$ cat src/rtl/dmem_arbiter.sv
// Two-requester arbiter in front of a single-port data memory.
// Optional round-robin tie-break when DMEM_ARB_RR_EN is defined.
module dmem_arbiter #(
    parameter int ADDR_W = 10,
    parameter int DATA_W = 32
) (
    input  logic              CLK,
    input  logic              RSTn,
    input  logic              req0,
    input  logic              we0,
    input  logic [ADDR_W-1:0] addr0,
    input  logic [DATA_W-1:0] wdata0,
    input  logic              req1,
    input  logic              we1,
    input  logic [ADDR_W-1:0] addr1,
    input  logic [DATA_W-1:0] wdata1,
    output logic              gnt0,
    output logic              gnt1,
    output logic              rvalid0,
    output logic              rvalid1,
    output logic [DATA_W-1:0] rdata0,
    output logic [DATA_W-1:0] rdata1,
    output logic [ADDR_W-1:0] mem_addr,
    output logic [DATA_W-1:0] mem_wdata,
    output logic              mem_we,
    output logic              mem_re,
    input  logic [DATA_W-1:0] mem_rdata,
    output logic [15:0]       conflict_cnt
);

    typedef enum logic [1:0] {
        IDLE = 2'd0,
        GNT0 = 2'd1,
        GNT1 = 2'd2
    } state_t;

    state_t state, state_nx;
    logic   tie_pick1;
    logic   contend;

`ifdef DMEM_ARB_RR_EN
    // last_gnt = 1 means requester 1 was served most recently
    logic last_gnt;

    always_ff @(posedge CLK or negedge RSTn) begin
        if (!RSTn) begin
            last_gnt <= 1'b1;
        end else if (state == GNT0) begin
            last_gnt <= 1'b0;
        end else if (state == GNT1) begin
            last_gnt <= 1'b1;
        end
    end

    assign tie_pick1 = ~last_gnt;
`else
    assign tie_pick1 = 1'b0;
`endif

    always_ff @(posedge CLK or negedge RSTn) begin
        if (!RSTn) begin
            state <= IDLE;
        end else begin
            state <= state_nx;
        end
    end

    always_comb begin
        state_nx = state;
        unique case (state)
            IDLE: begin
                if (req0 && req1) begin
                    state_nx = tie_pick1 ? GNT1 : GNT0;
                end else if (req0) begin
                    state_nx = GNT0;
                end else if (req1) begin
                    state_nx = GNT1;
                end else begin
                    state_nx = IDLE;
                end
            end
            GNT0:    state_nx = req1 ? GNT1 : IDLE;
            GNT1:    state_nx = req0 ? GNT0 : IDLE;
            default: state_nx = IDLE;
        endcase
    end

    assign gnt0 = (state == GNT0);
    assign gnt1 = (state == GNT1);

    always_comb begin
        mem_addr  = '0;
        mem_wdata = '0;
        mem_we    = 1'b0;
        mem_re    = 1'b0;
        unique case (1'b1)
            gnt0: begin
                mem_addr  = addr0;
                mem_wdata = wdata0;
                mem_we    = we0;
                mem_re    = ~we0;
            end
            gnt1: begin
                mem_addr  = addr1;
                mem_wdata = wdata1;
                mem_we    = we1;
                mem_re    = ~we1;
            end
            default: begin
                mem_addr  = '0;
                mem_wdata = '0;
                mem_we    = 1'b0;
                mem_re    = 1'b0;
            end
        endcase
    end

    // a cycle is contended when someone waits while the other side is served
    assign contend = ((state == IDLE) && req0 && req1)
                   || ((state == GNT0) && req1)
                   || ((state == GNT1) && req0);

    always_ff @(posedge CLK or negedge RSTn) begin
        if (!RSTn) begin
            conflict_cnt <= 16'd0;
        end else if (contend && (conflict_cnt != 16'hFFFF)) begin
            conflict_cnt <= conflict_cnt + 16'd1;
        end
    end

    always_ff @(posedge CLK or negedge RSTn) begin
        if (!RSTn) begin
            rvalid0 <= 1'b0;
            rvalid1 <= 1'b0;
        end else begin
            rvalid0 <= gnt0 & ~we0;
            rvalid1 <= gnt1 & ~we1;
        end
    end

    // memory returns data one cycle after mem_re, i.e. in the rvalid cycle
    assign rdata0 = rvalid0 ? mem_rdata : '0;
    assign rdata1 = rvalid1 ? mem_rdata : '0;

endmodule

$ cat config.mk
export PLATFORM = sky130hd
export DESIGN_NAME = dmem_arbiter
export DESIGN_NICKNAME = d
export VERILOG_FILES = /design/src/rtl/dmem_arbiter.sv
export SDC_FILE = /design/constraint.sdc
export NUM_CORES = 1
export LEC_CHECK = 0
export ABC_CLOCK_PERIOD_IN_PS = 2630
export CAP_MARGIN = 25
export CORE_AREA = 2 2 96 98
export DETAILED_ROUTE_END_ITERATION = 12
export DIE_AREA = 0 0 98 100
export DONT_BUFFER_PORTS = 1
export PLACE_DENSITY = 0.37
export SLEW_MARGIN = 5
export SYNTH_ARGS = -nofsm -noshare
export SYNTH_HDL_FRONTEND = slang
export SYNTH_SLANG_ARGS = --single-unit
$ cat constraint.sdc
create_clock -name CLK -period 2.63 [get_ports CLK]
set_clock_uncertainty 0.1 [all_clocks]
set_input_delay 0 -clock CLK [delete_from_list [all_inputs] [get_ports CLK]]
set_output_delay 0 -clock CLK [all_outputs]
set_load 0.005 [all_outputs]
# ---- Word-level counts from Yosys, hierarchy flattened
# Index checks and enable logic that the tools add are counted.
dict set report op_classes {
  addsub 1
  n_eq_ne 3
  n_mux 11
  bitwise_logic 4
  reduce_logical 9
}
# cell count
set op_table {}
lappend op_table {{32-bit 2-to-1 mux} 2}
lappend op_table {{32-bit one-hot mux with 2 select lines} 1}
lappend op_table {{10-bit one-hot mux with 2 select lines} 1}
lappend op_table {{16-bit by 1-bit adder with 16-bit output, second input constant} 1}
lappend op_table {{16-bit != test, second input constant} 1}
lappend op_table {{1-bit logical AND} 6}
lappend op_table {{2-bit 2-to-1 mux} 3}
lappend op_table {{2-bit one-hot mux with 3 select lines} 1}
lappend op_table {{1-bit one-hot mux with 2 select lines} 2}
lappend op_table {{1-bit AND} 2}
lappend op_table {{2-bit by 1-bit equality test with 1-bit output, second input constant} 1}
lappend op_table {{2-bit equality test, second input constant} 1}
lappend op_table {{2-bit logical NOT} 1}
lappend op_table {{1-bit logical OR} 2}
lappend op_table {{1-bit NOT} 2}
lappend op_table {{1-bit 2-to-1 mux} 1}
dict set report word_totals {
  regBits 20
  in_bits 122
  out_inout_bits 128
  elab_cells 32
}

# ---- Logic depth before layout (Yosys ltp)
dict set report logic_depth {
  word_depth 6
  mapped_depth 7
  depth_no_buf 6
}

# ---- Worst setup path before layout
# No wires, ideal clock.
dict set report synth_path {
  kind {register -> register}
  from {register state[0]}
  to {register conflict_cnt[15]}
  setup_time_ns 0.138
  arrival_time_ns 1.641
  required_ns 2.392
  slack_ns 0.751
  path_stages_with_launch 8
  path_buffers 1
  period_less_slack_ns 1.879
  path_cell_list {dfrtp_1 inv_1 ha_1 buf_2 a22o_1 o21ai_1 nor4_1 xor2_1}
}
dict set report synth_between {
  word_cells_on_any_way 10
  cone_classes {eq/ne (2); reduce/logical (8)}
}
# element line_no
set synth_lines {}
lappend synth_lines {{start: declaration} 37} ;# state_t state, state_nx;
lappend synth_lines {{start signal: assignment} 64} ;# state <= state_nx;
lappend synth_lines {{2-bit equality test} n/a}
lappend synth_lines {{named net gnt1} 18} ;# output logic gnt1,
lappend synth_lines {{1-bit logical AND} 121} ;# || ((state == GNT1) && req0);
lappend synth_lines {{1-bit logical OR} 121}
lappend synth_lines {{1-bit logical AND} 126} ;# end else if (contend && (conflict_cnt != 16'hFFFF)) begin
lappend synth_lines {{end signal: assignment} 127} ;# conflict_cnt <= conflict_cnt + 16'd1;
lappend synth_lines {{end: declaration} 28} ;# output logic [15:0] conflict_cnt
# The timed path passes the listed nets, and every way through them passes these cells.
# A chain may end at the register's enable or synchronous reset.

# ---- Final worst setup path
dict set report layout_path {
  from {register conflict_cnt[0]}
  to {register conflict_cnt[1]}
}
dict set report layout_between {
  elab_chain_cells 2
  word_cells_on_any_way 3
  cone_classes {add/sub (1); eq/ne (1); reduce/logical (1)}
}
# element
set layout_lines {}
lappend layout_lines {{branches (longest 2 deep; another with 16-bit by 1-bit adder with 16-bit output)}}
# Several ways; the timed one is not identified.

==> flow_metrics.py <==
metrics = {
    "outcome": {
        "status": "completed",
    },
    "clock_tree": {
        "clk_path_buf_depth": 2,
        "cts_tree": "built",
        "post_cts_resized": 0,
        "cts-root-buf": "clkbuf_8",
        "numCtsBuffers": 3,
        "clock_latency_ps": 260,
        "cts_sinks": 20,
        "path_clk_slew_ps": 80,
        "htreeDepth": 1,
        "cts_setup_buffers": 0,
        "cts_hold_buf": 5,
    },
    "floorplan": {
        "row_count": 35,
        "start_util": 0.235,
        "die_y_um": 100,
        "core_sq_um": 8890,
        "io_pins": 250,
        "die_width_um": 98,
        "dieArea_sq_um": 9800,
    },
    "global_route": {
        "grt_overflow": 0,
        "grt_util_all_layers": 0.114,
        "busiest_layer": "met2",
        "use_met1": 0.139,
        "grt_max_degree": 47,
        "use_met3": 0.0195,
        "grt_pass1_vias": 1716,
        "grt_use_met2": 0.216,
        "grt_pass1_wl_mm": 8.99,
        "antenna_found_initial": 0,
    },
    "placement": {
        "dpl.hpwl_mm": 5.16,
        "place_ws_ps": 682,
        "io_buffers": 0,
        "gp_congestion": 0.748,
    },
    "critical_path": {
        "crit_path_end_kind": "flop",
        "startpoint": "conflict_cnt[0]",
        "cp_max_fo": 8,
        "critPathLaunchType": "flop",
        "ff2ff_setup_slack_ps": 690,
        "r2r-start": "conflict_cnt[0]",
        "crit_arrival_ps": 1990,
        "worstPathRequired_ps": 2680,
        "timing.rr.end": "conflict_cnt[1]",
        "timing_worst_setup_path_type": "reg2reg",
        "reg2regPathDepth": 5,
    },
    "synth": {
        "netlist.top_cell.by_area": "dfrtp_1",
        "synthFlopType": "dfrtp_1",
        "synth-edff-count": 0,
        "netlist_instances": 262,
        "syn_area_per_cell_sq_um": 7.98,
        "synth_async_sr_flop_share": 1.00,
        "ys_ff_latch": 20,
        "synthesis.nets": 389,
        "ys_types": 33,
        "synth_area_sq_um": 2090,
        "yosys_warnings": 0,
        "synth_top_area_frac": 0.239,
        "ys_top_cells_by_area": "dfrtp_1, and2_1, a22oi_1",
        "yosysSeqAreaShare": 0.239,
    },
    "finish": {
        "drive_gt1_frac": 0.0625,
        "fin_util": 0.259,
        "area_growth_pct": 10.1,
        "num_antenna_cells": 0,
        "mostFrequentLayoutCell": "and2_1",
        "layout_common_cells": "and2_1, nor2b_1, a22oi_1",
        "fillers": 945,
        "multi_input_area_sq_um": 1500,
        "layout.nets": 384,
        "seq_area_sq_um": 500,
    },
    "detailed_routing": {
        "drt_iter0_drc": 85,
        "drcViolationCount": 0,
        "postRouteAntennaNets": 0,
        "routed_via_density": 5.24,
        "wl_mm": 6.43,
        "via_count": 1923,
        "wl_per_cell_um": 17.5,
        "drtPass1Iterations": 4,
    },
    "sta": {
        "fin_crit_ps": 1940,
        "setup_viol": 0,
        "fin_tns_setup_ps": 0,
        "fmax_mhz": 515,
        "worst_pin_slew_ps": 737,
        "hold_violations": 0,
        "rsz0062_at_grt": "false",
        "relSlewSlack": 0.508,
        "fin_crit_sh": 0.738,
        "fin_ws_ps": 688,
        "slew_viol_final": 0,
        "holdWs_ps": 12.2,
    },
    "pwr": {
        "ir_worst_vdd_uv": 242,
        "powerDensity_nw_per_um2": 566,
        "p_int_uw": 768,
        "p_leak_uw": 0.000923,
        "clockPowerShare": 0.186,
        "p_seq_frac": 0.364,
        "switchingPower_uw": 535,
        "p_sw_frac": 0.411,
        "power_frac_comb": 0.450,
    },
    "job": {
        "max_cap_viol_count": 0,
    },
    "worst_hold_path": {
        "hold_class": "in2async",
    },
}
-- kinds of logic (layout without fill, tap and decap cells) --
group           Yosys count  count (layout)  synth area share
mux                       1               1           0.00717
flops                    20              20             0.239
simple gates            147             147             0.441
xor+xnor                 13              13            0.0544
compound gates           52              52             0.184
fa+ha+maj                 5               5            0.0299
buf+inv                  24              18            0.0443
-- area by class of cell --
class                      count  share of cell area
multi-input combinational    218               0.651
sequential                    20               0.217
clock buffer                   4              0.0239
inverter                       4             0.00652
tap                          111              0.0603
timing repair buffer          10              0.0413
-- critical path, stage by stage (launching register included) --
cell and delay, ps:
dfrtp_1 420, ha_1 210, nand3_1 140, nor4_4 530, nor2_2 110, mux2_4 310
-- cell usage after synthesis, types with 2 or more instances --
library cell / number
nor2_1: 5
xor2_1: 12
nand4_2: 2
inv_1: 4
nand4_1: 3
nand2_1: 4
o21ai_0: 2
buf_2: 2
and2_1: 65
o21a_1: 2
dfrtp_1: 20
and3_1: 2
nor3_1: 8
buf_1: 8
nand3_1: 4
a22oi_1: 43
ha_1: 5
nor2b_1: 45
clkbuf_1: 10
nor4_1: 3
-- worst max path at each step --
stage                             to  cells after the start
global placement     conflict_cnt[1]                      5
finish               conflict_cnt[1]                      5
CTS                  conflict_cnt[1]                      5
floorplan           conflict_cnt[15]                      7
global route         conflict_cnt[1]                      5
detailed placement   conflict_cnt[1]                      5
-- power groups by stage --
stage / Combinational, uW / Sequential (uW) / Clock [uW]
after detailed placement: 582 / 488 / 0
final: 586 / 475 / 242
after floorplan: 519 / 439 / 0
after global placement: 588 / 486 / 0
after CTS: 600 / 480 / 256
after global routing: 662 / 495 / 266
-- routing by layer --
| metal | share of wire | wire [um] | vias to the layer above |
|---|---|---|---|
| li1 | - | - | 894 |
| met1 | 0.39 | 2480 | 882 |
| met2 | 0.53 | 3410 | 145 |
| met3 | 0.080 | 517 | 2 |
| met4 | 0.0042 | 27 | 0 |
| met5 | 0 | 0 | - |
-- state kept, by name, summed over array words and instances (netlist names) --
signal,cells
conflict_cnt,16
rvalid0,1
rvalid1,1
state,2
-- through the flow --
stage	power, uW	area, sq um	std cells
after global placement	1070	2180	357
after detailed placement	1070	2180	357
after global routing	1420	2300	367
after CTS	1340	2290	366
after floorplan	959	2090	262
final	1300	2300	367
Power figures use the tool's default switching activity.
